$ cat config.mk
export PLATFORM = sky130hd
export DESIGN_NAME = wormhole_out_arb
export DESIGN_NICKNAME = d
export VERILOG_FILES = /design/src/rtl/noc_pkg.sv /design/src/rtl/rr_pick.sv /design/src/rtl/wormhole_out_arb.sv
export SDC_FILE = /design/constraint.sdc
export NUM_CORES = 1
export LEC_CHECK = 0
export CAP_MARGIN = 20
export CORE_ASPECT_RATIO = 1.75
export CORE_MARGIN = 2
export CORE_UTILIZATION = 46
export DETAILED_ROUTE_END_ITERATION = 16
export MAX_ROUTING_LAYER = met4
export PLACE_DENSITY = 0.75
export SLEW_MARGIN = 20
export SYNTH_ARGS = -nofsm -noshare
export SYNTH_HDL_FRONTEND = slang
export SYNTH_SLANG_ARGS = --single-unit
$ cat constraint.sdc
create_clock -name clk -period 2.75 [get_ports clk]
set_clock_uncertainty 0.1 [all_clocks]
set_input_delay 0.55 -clock clk [delete_from_list [all_inputs] [get_ports clk]]
set_output_delay 0.55 -clock clk [all_outputs]
set_load 0.005 [all_outputs]
$ cat src/rtl/noc_pkg.sv
// Shared NoC types and default sizing for the wormhole output-port arbiter.
package noc_pkg;

  typedef enum logic {
    IDLE   = 1'b0,
    LOCKED = 1'b1
  } arb_state_e;

  localparam int DEF_NUM_AGENTS = 4;
  localparam int DEF_CREDITS    = 4;

endpackage

$ cat src/rtl/rr_pick.sv
// Combinational round-robin picker: first set candidate at or after ptr, wrapping upward.
module rr_pick #(
  parameter int N  = 4,
  parameter int IW = 2
) (
  input  logic [N-1:0]  cand,
  input  logic [IW-1:0] ptr,
  output logic [N-1:0]  win_onehot,
  output logic [IW-1:0] win_idx,
  output logic          win_any
);

  logic [IW-1:0] pos;

  always_comb begin
    win_onehot = '0;
    win_idx    = '0;
    win_any    = 1'b0;
    pos        = '0;
    for (int k = 0; k < N; k++) begin
      pos = IW'((int'(ptr) + k) % N);
      if (!win_any && cand[pos]) begin
        win_any         = 1'b1;
        win_onehot[pos] = 1'b1;
        win_idx         = pos;
      end
    end
  end

endmodule

$ cat src/rtl/wormhole_out_arb.sv
// Wormhole output-port arbiter: round-robin packet lock on head flits, released by tail, gated by downstream credits.
module wormhole_out_arb
  import noc_pkg::*;
#(
  parameter int NUM_AGENTS = DEF_NUM_AGENTS,
  parameter int CREDITS    = DEF_CREDITS,
  localparam int CW = $clog2(CREDITS + 1),
  localparam int IW = (NUM_AGENTS > 1) ? $clog2(NUM_AGENTS) : 1
) (
  input  logic                  clk,
  input  logic                  rst,
  input  logic [NUM_AGENTS-1:0] req_valid,
  input  logic [NUM_AGENTS-1:0] req_head,
  input  logic [NUM_AGENTS-1:0] req_tail,
  output logic [NUM_AGENTS-1:0] req_ready,
  output logic [NUM_AGENTS-1:0] grant,
  output logic                  out_valid,
  output logic [IW-1:0]         out_sel,
  input  logic                  credit_return,
  output logic [CW-1:0]         credits,
  output logic                  credit_err
);

  arb_state_e            state;
  logic [NUM_AGENTS-1:0] cand;
  logic [NUM_AGENTS-1:0] win_onehot;
  logic [IW-1:0]         win_idx;
  logic                  win_any;
  logic [IW-1:0]         ptr;
  logic [IW-1:0]         owner;
  logic                  credit_ok;
  logic                  xfer_tail;

  // Only fresh packet heads compete, and only while the port is unowned.
  assign cand = (state == IDLE) ? (req_valid & req_head) : '0;

  rr_pick #(
    .N  (NUM_AGENTS),
    .IW (IW)
  ) u_pick (
    .cand       (cand),
    .ptr        (ptr),
    .win_onehot (win_onehot),
    .win_idx    (win_idx),
    .win_any    (win_any)
  );

  assign credit_ok = (credits != '0);
  assign req_ready = (state == LOCKED && credit_ok) ? (grant & req_valid) : '0;
  assign out_valid = |req_ready;
  assign xfer_tail = |(req_ready & req_tail);
  assign out_sel   = owner;

  always_ff @(posedge clk or posedge rst) begin
    if (rst) begin
      state <= IDLE;
      grant <= '0;
      owner <= '0;
      ptr   <= '0;
    end else begin
      case (state)
        IDLE: begin
          if (win_any) begin
            state <= LOCKED;
            grant <= win_onehot;
            owner <= win_idx;
          end
        end
        LOCKED: begin
          // Head bits mid-packet are ignored; only a transferred tail releases the port.
          if (xfer_tail) begin
            state <= IDLE;
            grant <= '0;
            owner <= '0;
            ptr   <= (owner == IW'(NUM_AGENTS - 1)) ? '0 : owner + 1'b1;
          end
        end
        default: begin
          state <= IDLE;
          grant <= '0;
          owner <= '0;
        end
      endcase
    end
  end

  // A transfer and a returned credit in the same cycle cancel out.
  always_ff @(posedge clk or posedge rst) begin
    if (rst) begin
      credits    <= CW'(CREDITS);
      credit_err <= 1'b0;
    end else begin
      credit_err <= credit_return && !out_valid && (credits == CW'(CREDITS));
      if (out_valid && !credit_return) begin
        credits <= credits - 1'b1;
      end else if (credit_return && !out_valid && (credits != CW'(CREDITS))) begin
        credits <= credits + 1'b1;
      end
    end
  end

endmodule

==> results of run 1 <==
sequential cells by signal (all words and copies together) (netlist names):
signal,count
ptr,2
out_sel,2
credit_err,1
state,1
credits,3
grant,4
power by group:
part	switching, W	leakage [nW]	internal (W)
clock network	0.0000656	0.0228	0.000102
logic	0.000120	0.482	0.000138
registers	0.0000535	0.159	0.000228
stage by stage:
stage                     util (%)  instance area [µm²]  cells  hold slack, ns  total power (W)
after floorplan                  -                 1260    140           0.326         0.000418
after global placement        60.4                 1610    200           0.431         0.000526
after detailed placement      60.4                 1610    200           0.436         0.000543
after CTS                     62.1                 1650    204           0.456         0.000716
after global routing          62.1                 1650    204           0.481         0.000748
final                         62.1                 1650    204           0.445         0.000706
cell type report:
type	count	area (µm²)	share of cell area, %
clock buffer	4	45.0	2.73
inverter	10	37.5	2.27
multi-input combinational	112	851	51.5
sequential	13	327	19.8
tap	27	33.8	2.05
timing repair buffer	38	358	21.7
cells in the mapped netlist (all sizes together):
cell     number  area [µm²]
nor3          1        5.00
o21bai        1        7.51
nand2        10        37.5
o31ai         3        36.3
a41o          1        10.0
a221oi        2        30.0
dfstp         1        26.3
ha            9         113
buf           5        50.0
and2          1        6.26
dfrtp        12         300
or3           1        6.26
a21oi        10        65.1
nand3b        4        42.5
a21o          3        25.0
nand4         8        50.1
a211o         3        27.5
a211oi        5        37.5
a21boi        4        30.0
o21ai         3        15.0
nor2         10        40.0
nand3        14        70.1
and3          2        12.5
o2bb2ai       1        8.76
inv          10        37.5
a41oi         2        25.0
fa            1        20.0
nor4          1        21.3
o22ai         1        6.26
mux2i         6        60.1
o211ai        5        42.5
per-layer routing:
layer	vias up	routed length (µm)	global-route usage, %
li1	605	-	-
met1	585	1250	25.4
met2	50	1880	39.5
met3	10	135	1.47
met4	0	158	16.5
met5	-	0	-
worst paths after layout:
| path | to | slack, ns | cells after the start |
|---|---|---|---|
| setup / recovery | out_valid | 0.16 | 4 |
| hold / removal | ptr[0]$_DFFE_PP0P_ | 0.45 | 1 |
| setup reg to reg | credits[1]$_DFFE_PP0P_ | 0.47 | 8 |
| hold reg to reg | ptr[0]$_DFFE_PP0P_ | 0.45 | 1 |
| max in group asynchronous | credits[2]$_DFFE_PP1P_ | 1.68 | 2 |
| min in group asynchronous | out_sel[0]$_DFFE_PP0P_ | 0.53 | 2 |
cells by family after synthesis:
family                   Yosys count  share of synthesized area (%)
AO/OA/AOI/OAI                     44                           29.0
adder cells (fa/ha/maj)           10                           10.5
buffers and inverters             15                           6.92
flip-flops                        13                           25.8
multiplexers                       6                           4.75
AND/OR/NAND/NOR                   52                           23.0
==> parameters.txt, run 1 <==
Parameter                              Value

Routing
  Antenna Nets Post-Route ... 0
  TritonRoute pass-1 iters ... 6
  Final WL ... 3.42 mm
  DRC violation count after routing ... 0
  First DRT Iteration DRCs ... 40
  Routed wirelength normalized by instance count ... 16.8 µm
  Vias ... 1250
  Per-cell via count in the routed design ... 6.13

Critical path
  Cell family contributing the most delay on the critical path ... buffers and inverters
  Crit path top cell by count ... clkdlybuf4s50_1
  Count of buffer and inverter cells on the critical path ... 2
  Worst-path cell with the longest stage delay ... clkdlybuf4s50_1
  Critical path endpoint category ... primary output
  Start-to-end type of the worst setup path ... in -> out
  Critical Path Start Type ... input port
  Reg2Reg Launch Point ... credits[2]$_DFFE_PP1P_
  Data arrival time at the worst-slack endpoint ... 1.94 ns
  CP Launch Point ... req_valid[0]
  Required time of the worst setup path ... 2.10 ns
  Worst Path Max Fanout ... 3
  Sequence of cells on the critical path ... clkdlybuf4s50_1 -> nand2_1 -> a41oi_2 -> clkdlybuf4s50_1
  Max incr delay on CP ... 0.55 ns

Finish
  Layout cell share with drive strength beyond 1 ... 14.7%
  Leading cell type in the layout, fill and taps excluded ... clkdlybuf4s50_1
  Fillcell total ... 236
  Number of antenna diodes ... 0
  Most used cells in the layout excluding fill and tap cells ... clkdlybuf4s50_1 (29), nand3_1 (14), dfrtp_1 (12), inv_1 (10), nand2_1 (10)
  Net count reported at finish ... 203
  Area growth syn-to-layout ... 30.6%

Global routing
  Initial antenna violation count ... 0
  Number of global-route vias before repair ... 1258
  GRT Overall Usage ... 23.5%
  First-pass GRT wire length ... 5.57 mm
  Maximum number of pins on one net before global-route repair ... 15
  Congestion Overflow GR ... 0

Power
  Leakage power total ... 0.664 nW
  Power density over cell area ... 428 nW/µm²
  IR drop worst, VDD ... 0.000448 V

Clock tree
  Deepest clock path buffer count ... 2
  Number of buffers inserted during clock tree synthesis ... 3
  Master cell of the clock root buffer ... clkbuf_8
  Worst-skew pair later-pin latency ... 0.24 ns
  CTS sink count ... 13
  Clock transition at path regs ... 0.05 ns
  Count of buffers added by post-CTS timing repair for setup ... 0
  Hold buffer count at cts ... 0
  CTS H-Tree Depth ... 1
  Number of gates resized after CTS ... 0
  Clock tree from TritonCTS ... yes

Timing
  Final critical-path required period ... 2.59 ns
  Unrepaired setup endpoints after global routing ... no
  Total Neg Setup Slack ... 0 ns
  Setup slack of the critical path after layout ... 0.162 ns
  Achievable clock frequency ... 0.386 GHz
  Final count of pins violating max slew ... 0
  Worst max-slew margin expressed relative to the limit ... 61.3%
  Slew at the pin closest to its max-slew limit ... 0.576 ns
  Final period utilization ... 94.1%
  Number of failing setup endpoints in the final timing report ... 0
  Final Hold Violating Endpoints ... 0

Logic synthesis
  Post-synthesis instance area ... 1260 µm²
  Synthesized area per cell ... 9.04 µm²
  Number of standard cells after synthesis ... 140
  Number of distinct library cells after synthesis ... 42
  Net count after synthesis ... 165
  Syn. warnings ... 0
  Number of register bits inferred by synthesis ... 13
  Sequential element share of the synthesized area ... 25.8%

Floorplanning
  Die X-Extent ... 43.6 µm
  Cell Rows ... 25
  Effective utilization at floorplan ... 47.6%
  Floorplan die area ... 3200 µm²
  Die Ht ... 73.4 µm
  Boundary pin count ... 30
  Area of the placeable core ... 2660 µm²

Placed design
  DP Wirelength ... 2.81 mm
  Post-placement setup slack ... 0.0455 ns
  Number of I/O port buffers ... 29
  Final weighted congestion in routability-driven placement ... 0.853

Status
  Status ... complete, no violations

Worst hold path
  Launch instance of the worst min-delay path ... out_sel[0]$_DFFE_PP0P_
  Worst min-delay path class ... reg -> reg

Flow run
  Count of maximum capacitance violations ... 0
Note: power is estimated with default switching activity, not from simulation.
==> inputs of run 2 (changes only) <==
--- a/config.mk
+++ b/config.mk
@@ -8,10 +8,10 @@
 export CAP_MARGIN = 20
 export CORE_ASPECT_RATIO = 1.75
 export CORE_MARGIN = 2
-export CORE_UTILIZATION = 46
+export CORE_UTILIZATION = 40
 export DETAILED_ROUTE_END_ITERATION = 16
 export MAX_ROUTING_LAYER = met4
-export PLACE_DENSITY = 0.75
+export PLACE_DENSITY = 0.66
 export SLEW_MARGIN = 20
 export SYNTH_ARGS = -nofsm -noshare
 export SYNTH_HDL_FRONTEND = slang
==> parameters.txt, run 2 (synthesis gave the netlist of run 1 again) <==
Parameter                              Value

Clock tree
  Count of buffers added by post-CTS timing repair for setup ... 0 (unchanged)
  Number of buffers inserted during clock tree synthesis ... 3 (unchanged)
  Deepest clock path buffer count ... 2 (unchanged)
  Worst-skew pair later-pin latency ... 0.24 ns (about the same)
  Master cell of the clock root buffer ... clkbuf_8
  Number of gates resized after CTS ... 0 (unchanged)
  Clock transition at path regs ... 0.05 ns (about the same)
  CTS sink count ... 13 (unchanged)
  CTS H-Tree Depth ... 1 (unchanged)
  Clock tree from TritonCTS ... yes
  Hold buffer count at cts ... 0 (unchanged)

Critical path
  Reg2Reg Launch Point ... credits[2]$_DFFE_PP1P_
  Reg-to-reg slack, setup ... 0.48 ns (about the same)
  Max incr delay on CP ... 0.54 ns (about the same)
  Critical Path Start Type ... input port
  Start-to-end type of the worst setup path ... in -> out
  Critical path endpoint category ... primary output
  Crit path top cell by count ... clkdlybuf4s50_1
  CP Launch Point ... req_valid[0]
  R2R Path End ... credits[1]$_DFFE_PP0P_
  Sequence of cells on the critical path ... clkdlybuf4s50_1 -> nand2_1 -> a41oi_2 -> clkdlybuf4s50_1
  Worst-path cell with the longest stage delay ... clkdlybuf4s50_1
  Required time of the worst setup path ... 2.10 ns (about the same)
  Data arrival time at the worst-slack endpoint ... 1.92 ns (-0.02 ns)
  Worst Path Max Fanout ... 3 (unchanged)
  Cells on worst reg2reg path ... 8 (unchanged)

Placed design
  Final weighted congestion in routability-driven placement ... 0.932 (+9.2%)
  DP Wirelength ... 2.74 mm (-2.6%)
  Post-placement setup slack ... 0.0823 ns (+0.0368 ns)
  Number of I/O port buffers ... 29 (unchanged)

Routing
  Per-cell via count in the routed design ... 5.73 (-6.5%)
  Met2 Wirelength ... 1.91 mm (+1.6%)
  Wire length on met1 ... 1.41 mm (+13%)
  First DRT Iteration DRCs ... 27 (-33%)
  Top layer in use ... met4
  DRC violation count after routing ... 0 (unchanged)
  Final WL ... 3.48 mm (+1.7%)
  Met3 routed wirelength ... 138 µm (+2.2%)
  Vias ... 1261 (+0.88%)
  Antenna Nets Post-Route ... 0 (unchanged)
  TritonRoute pass-1 iters ... 4 (-2)
  Routed wirelength normalized by instance count ... 15.8 µm (-5.7%)

Worst hold path
  Worst hold path stage count ... 1 (unchanged)
  Launch instance of the worst min-delay path ... out_sel[0]$_DFFE_PP0P_
  Worst min-delay path class ... reg -> reg
  Hold Path Sink ... ptr[0]$_DFFE_PP0P_

Finish
  Area growth syn-to-layout ... 32.1%
  Number of antenna diodes ... 0 (unchanged)
  Leading cell type in the layout, fill and taps excluded ... clkdlybuf4s50_1
  Layout cell share with drive strength beyond 1 ... 14.7% (unchanged)
  Most used cells in the layout excluding fill and tap cells ... clkdlybuf4s50_1 (29), nand3_1 (14), dfrtp_1 (12), inv_1 (10), nand2_1 (10)
  Register containing the most flip-flops in the final layout ... grant
  Top Registers ... grant: 4 flops, credits: 3 flops
  Net count reported at finish ... 203 (unchanged)
  Max FFs per register ... 4 (unchanged)

Global routing
  First-pass GRT wire length ... 5.75 mm (+3.2%)
  Initial antenna violation count ... 0 (unchanged)
  Maximum number of pins on one net before global-route repair ... 15 (unchanged)
  GRT Overall Usage ... 21.6% (-1.9 points)
  Number of global-route vias before repair ... 1277 (+1.5%)
  Congestion Overflow GR ... 0 (unchanged)

Status
  Status ... complete, no violations

Timing
  Total Neg Setup Slack ... 0 ns (unchanged)
  Worst max-slew margin expressed relative to the limit ... 65.6% (+4.3 points)
  Final critical-path required period ... 2.57 ns (-0.0141 ns)
  Achievable clock frequency ... 0.389 GHz (+0.55%)
  Unrepaired setup endpoints after global routing ... no
  Setup slack of the critical path after layout ... 0.176 ns (+0.0141 ns)
  Final Hold Violating Endpoints ... 0 (unchanged)
  Final count of pins violating max slew ... 0 (unchanged)
  Final period utilization ... 93.6% (-0.51 points)
  Slew at the pin closest to its max-slew limit ... 0.512 ns (-0.0643 ns)
  Number of failing setup endpoints in the final timing report ... 0 (unchanged)

Floorplanning
  Effective utilization at floorplan ... 41.1% (-6.4 points)
  Cell Rows ... 27 (+8.0%)
  Floorplan die area ... 3650 µm² (+14%)
  Boundary pin count ... 30 (unchanged)
  Die Ht ... 78.4 µm (+6.8%)
  Die X-Extent ... 46.5 µm (+6.6%)
  Area of the placeable core ... 3070 µm² (+16%)

Power
  IR drop worst, VDD ... 0.000405 V (-9.6%)
  Power density over cell area ... 419 nW/µm² (-2.0%)
  Leakage power total ... 0.665 nW (about the same)

Flow run
  Count of maximum capacitance violations ... 0 (unchanged)
==> run 2: cell counts in the layout (fill, tap and decap cells not counted) <==
No cell type changed its count.
==> run 2: worst max-delay path by stage <==
stage                                  end  slack (ns)  cells past startpoint
global placement    credits[2]$_DFFE_PP1P_        0.15                     10
detailed placement  credits[2]$_DFFE_PP1P_        0.08                     10
floorplan           credits[2]$_DFFE_PP1P_        0.57                     10
finish                           out_valid        0.18                      4
global route                     out_valid        0.11                      4
CTS                              out_valid        0.17                      4
==> run 2: report_power, final <==
| part | total (W) | switching (W) | internal (W) |
|---|---|---|---|
| clock | 0.000164 | 0.0000625 | 0.000102 |
| sequential | 0.000281 | 0.0000533 | 0.000228 |
| combinational | 0.000255 | 0.000116 | 0.000139 |
==> run 2: cell type report <==
cell class | count | area, µm²
fill | 283 | 1400
inverter | 10 | 37.5
tap | 43 | 53.8
timing repair buffer | 38 | 358
sequential | 13 | 327
clock buffer | 4 | 45.0
multi-input combinational | 112 | 851
==> run 2: worst max-delay path: cells and delay by family <==
kind	cells	cell delay (ns)
buffers and inverters	2	1.02
AO/OA/AOI/OAI	1	0.26
AND/OR/NAND/NOR	1	0.09
==> run 2: metal layers <==
| metal | GRT usage (%) | vias to the layer above |
|---|---|---|
| li1 | - | 604 |
| met3 | 2.07 | 3 |
| met2 | 36.5 | 40 |
| met5 | - | - |
| met1 | 25.8 | 614 |
| met4 | 6.57 | 0 |
==> run 2: per-stage QoR <==
stage	std cells	cell area, µm²	power [W]	util [%]	hold WS (ns)
finish	220	1670	0.000700	54.4	0.439
global route	220	1670	0.000753	54.4	0.474
CTS	220	1670	0.000711	54.4	0.447
floorplan	140	1260	0.000418	-	0.326
detailed placement	216	1630	0.000540	52.9	0.424
global placement	216	1630	0.000528	52.9	0.409
==> inputs of run 3 (changes only) <==
--- a/config.mk
+++ b/config.mk
@@ -6,7 +6,7 @@
 export NUM_CORES = 1
 export LEC_CHECK = 0
 export CAP_MARGIN = 20
-export CORE_ASPECT_RATIO = 1.75
+export CORE_ASPECT_RATIO = 1.1
 export CORE_MARGIN = 2
 export CORE_UTILIZATION = 40
 export DETAILED_ROUTE_END_ITERATION = 16
==> parameters.txt, run 3 (synthesis gave the netlist of run 1 again) <==
Parameter                              Value

Status
  Status ... complete, no violations

Finish
  Top Registers ... grant: 4 flops, credits: 3 flops
  Leading cell type in the layout, fill and taps excluded ... clkdlybuf4s50_1
  Most used cells in the layout excluding fill and tap cells ... clkdlybuf4s50_1 (29), nand3_1 (14), dfrtp_1 (12), buf_4 (11)
  Area growth syn-to-layout ... 31.0%
  Fillcell total ... 296 (+4.6%)
  Net count reported at finish ... 205 (+0.99%)
  Number of antenna diodes ... 0 (unchanged)
  Layout cell share with drive strength beyond 1 ... 15.6% (+0.95 points)
  Register containing the most flip-flops in the final layout ... grant
  Max FFs per register ... 4 (unchanged)
  Storage element area ... 327 µm² (unchanged)
  Multi-input gate area ... 851 µm² (unchanged)

Clock tree
  Number of gates resized after CTS ... 0 (unchanged)
  Number of buffers inserted during clock tree synthesis ... 3 (unchanged)
  Clock transition at path regs ... 0.08 ns (+0.03 ns)
  CTS sink count ... 13 (unchanged)
  CTS H-Tree Depth ... 1 (unchanged)
  Master cell of the clock root buffer ... clkbuf_4
  Worst-skew pair later-pin latency ... 0.27 ns (+0.03 ns)
  Clock tree from TritonCTS ... yes
  Deepest clock path buffer count ... 2 (unchanged)
  Count of buffers added by post-CTS timing repair for setup ... 0 (unchanged)
  Hold buffer count at cts ... 0 (unchanged)

Placed design
  Number of I/O port buffers ... 29 (unchanged)
  Final weighted congestion in routability-driven placement ... 0.855 (-8.2%)
  DP Wirelength ... 2.65 mm (-3.2%)

Power
  Design internal power ... 0.000421 W (-10%)
  Combinational share of power ... 38.8% (+2.4 points)
  Leakage power total ... 0.668 nW (+0.47%)
  Switching share of power ... 35.1% (+1.9 points)
  Power density over cell area ... 391 nW/µm² (-6.7%)
  IR drop worst, VDD ... 0.000456 V (+13%)
  Part of the total power dissipated in sequential elements ... 43.4% (+3.3 points)
  Psw ... 0.000227 W (-2.2%)
  Share of total power in the clock network ... 17.8% (-5.7 points)

Critical path
  Cells on worst reg2reg path ... 9 (+1)
  Worst Path Max Fanout ... 4 (+1)
  Critical Path Start Type ... input port
  Critical path endpoint category ... primary output
  Data arrival time at the worst-slack endpoint ... 1.94 ns (+0.02 ns)
  R2R Path End ... credits[2]$_DFFE_PP1P_
  Required time of the worst setup path ... 2.10 ns (about the same)
  CP Launch Point ... req_valid[0]
  Reg2Reg Launch Point ... credits[2]$_DFFE_PP1P_
  Reg-to-reg slack, setup ... 0.47 ns (about the same)
  Start-to-end type of the worst setup path ... in -> out

Timing
  Worst max-slew margin expressed relative to the limit ... 65.8% (+0.19 points)
  Final count of pins violating max slew ... 0 (unchanged)
  Slew at the pin closest to its max-slew limit ... 0.509 ns (-0.00272 ns)
  Worst slack on hold paths ... 0.451 ns (+0.0126 ns)
  Final period utilization ... 94.2% (+0.66 points)
  Number of failing setup endpoints in the final timing report ... 0 (unchanged)
  Total Neg Setup Slack ... 0 ns (unchanged)
  Achievable clock frequency ... 0.386 GHz (-0.70%)
  Final critical-path required period ... 2.59 ns (+0.0182 ns)
  Final Hold Violating Endpoints ... 0 (unchanged)
  Unrepaired setup endpoints after global routing ... no

Floorplanning
  Effective utilization at floorplan ... 41.9% (+0.72 points)
  Floorplan die area ... 3630 µm² (-0.47%)
  Cell Rows ... 21 (-22%)
  Boundary pin count ... 30 (unchanged)
  Die X-Extent ... 57.6 µm (+24%)
  Die Ht ... 63.0 µm (-20%)
  Area of the placeable core ... 3020 µm² (-1.7%)

Worst hold path
  Worst min-delay path class ... reg -> reg
  Launch instance of the worst min-delay path ... out_sel[0]$_DFFE_PP0P_
  Worst hold path stage count ... 1 (unchanged)
  Hold Path Sink ... ptr[0]$_DFFE_PP0P_

Global routing
  Initial antenna violation count ... 0 (unchanged)
  First-pass GRT wire length ... 5.80 mm (+0.85%)
  GRT Overall Usage ... 20.2% (-1.3 points)
  Maximum number of pins on one net before global-route repair ... 15 (unchanged)
  Congestion Overflow GR ... 0 (unchanged)
  Number of global-route vias before repair ... 1245 (-2.5%)

Routing
  Vias ... 1253 (-0.63%)
  Per-cell via count in the routed design ... 5.88 (+2.6%)
  Final WL ... 3.38 mm (-2.7%)
  Antenna Nets Post-Route ... 0 (unchanged)
  Routed wirelength normalized by instance count ... 15.9 µm (+0.46%)
  TritonRoute pass-1 iters ... 4 (unchanged)
  First DRT Iteration DRCs ... 75 (+180%)
  DRC violation count after routing ... 0 (unchanged)

Flow run
  Count of maximum capacitance violations ... 0 (unchanged)
-- run 3: layer usage --
layer	vias to the layer above	wire length, µm	global-route usage (%)
li1	607	-	-
met1	603	1580	27.1
met2	41	1620	33.7
met3	2	163	3.11
met4	0	21	1.16
met5	-	0	-
-- run 3: worst max path at each step --
stage,endpoint,slack (ns),cells past startpoint
global placement,credits[2]$_DFFE_PP1P_,0.12,10
floorplan,credits[2]$_DFFE_PP1P_,0.57,10
finish,out_valid,0.16,4
CTS,out_valid,0.15,4
global route,out_valid,0.10,4
detailed placement,credits[2]$_DFFE_PP1P_,0.06,10
-- run 3: final cells by class --
type                       instances  share of cell area (%)
tap                               34                    2.57
multi-input combinational        112                    51.4
clock buffer                       4                    1.59
inverter                          10                    2.27
timing repair buffer              40                    22.5
sequential                        13                    19.7
-- run 3: critical path, stage by stage --
cell	delay, ns
clkdlybuf4s50_1	0.48
nand2_1	0.09
a41oi_2	0.27
clkdlybuf4s50_1	0.55
-- run 3: per-stage QoR --
step | cell area (µm²) | total power (W) | setup slack (ns) | util, % | instances
floorplan | 1260 | 0.000418 | 0.566 | - | 140
global placement | 1630 | 0.000523 | 0.123 | 54.0 | 209
detailed placement | 1630 | 0.000534 | 0.0605 | 54.0 | 209
CTS | 1660 | 0.000657 | 0.148 | 54.8 | 213
global route | 1660 | 0.000703 | 0.103 | 54.8 | 213
finish | 1660 | 0.000648 | 0.158 | 54.8 | 213
-- run 3: power groups by stage --
stage,Clock [W],Sequential [W],Combinational [W]
finish,0.000115,0.000281,0.000252
global route,0.000128,0.000289,0.000286
CTS,0.000122,0.000281,0.000254
detailed placement,0,0.000284,0.000250
global placement,0,0.000281,0.000243
floorplan,0,0.000261,0.000156
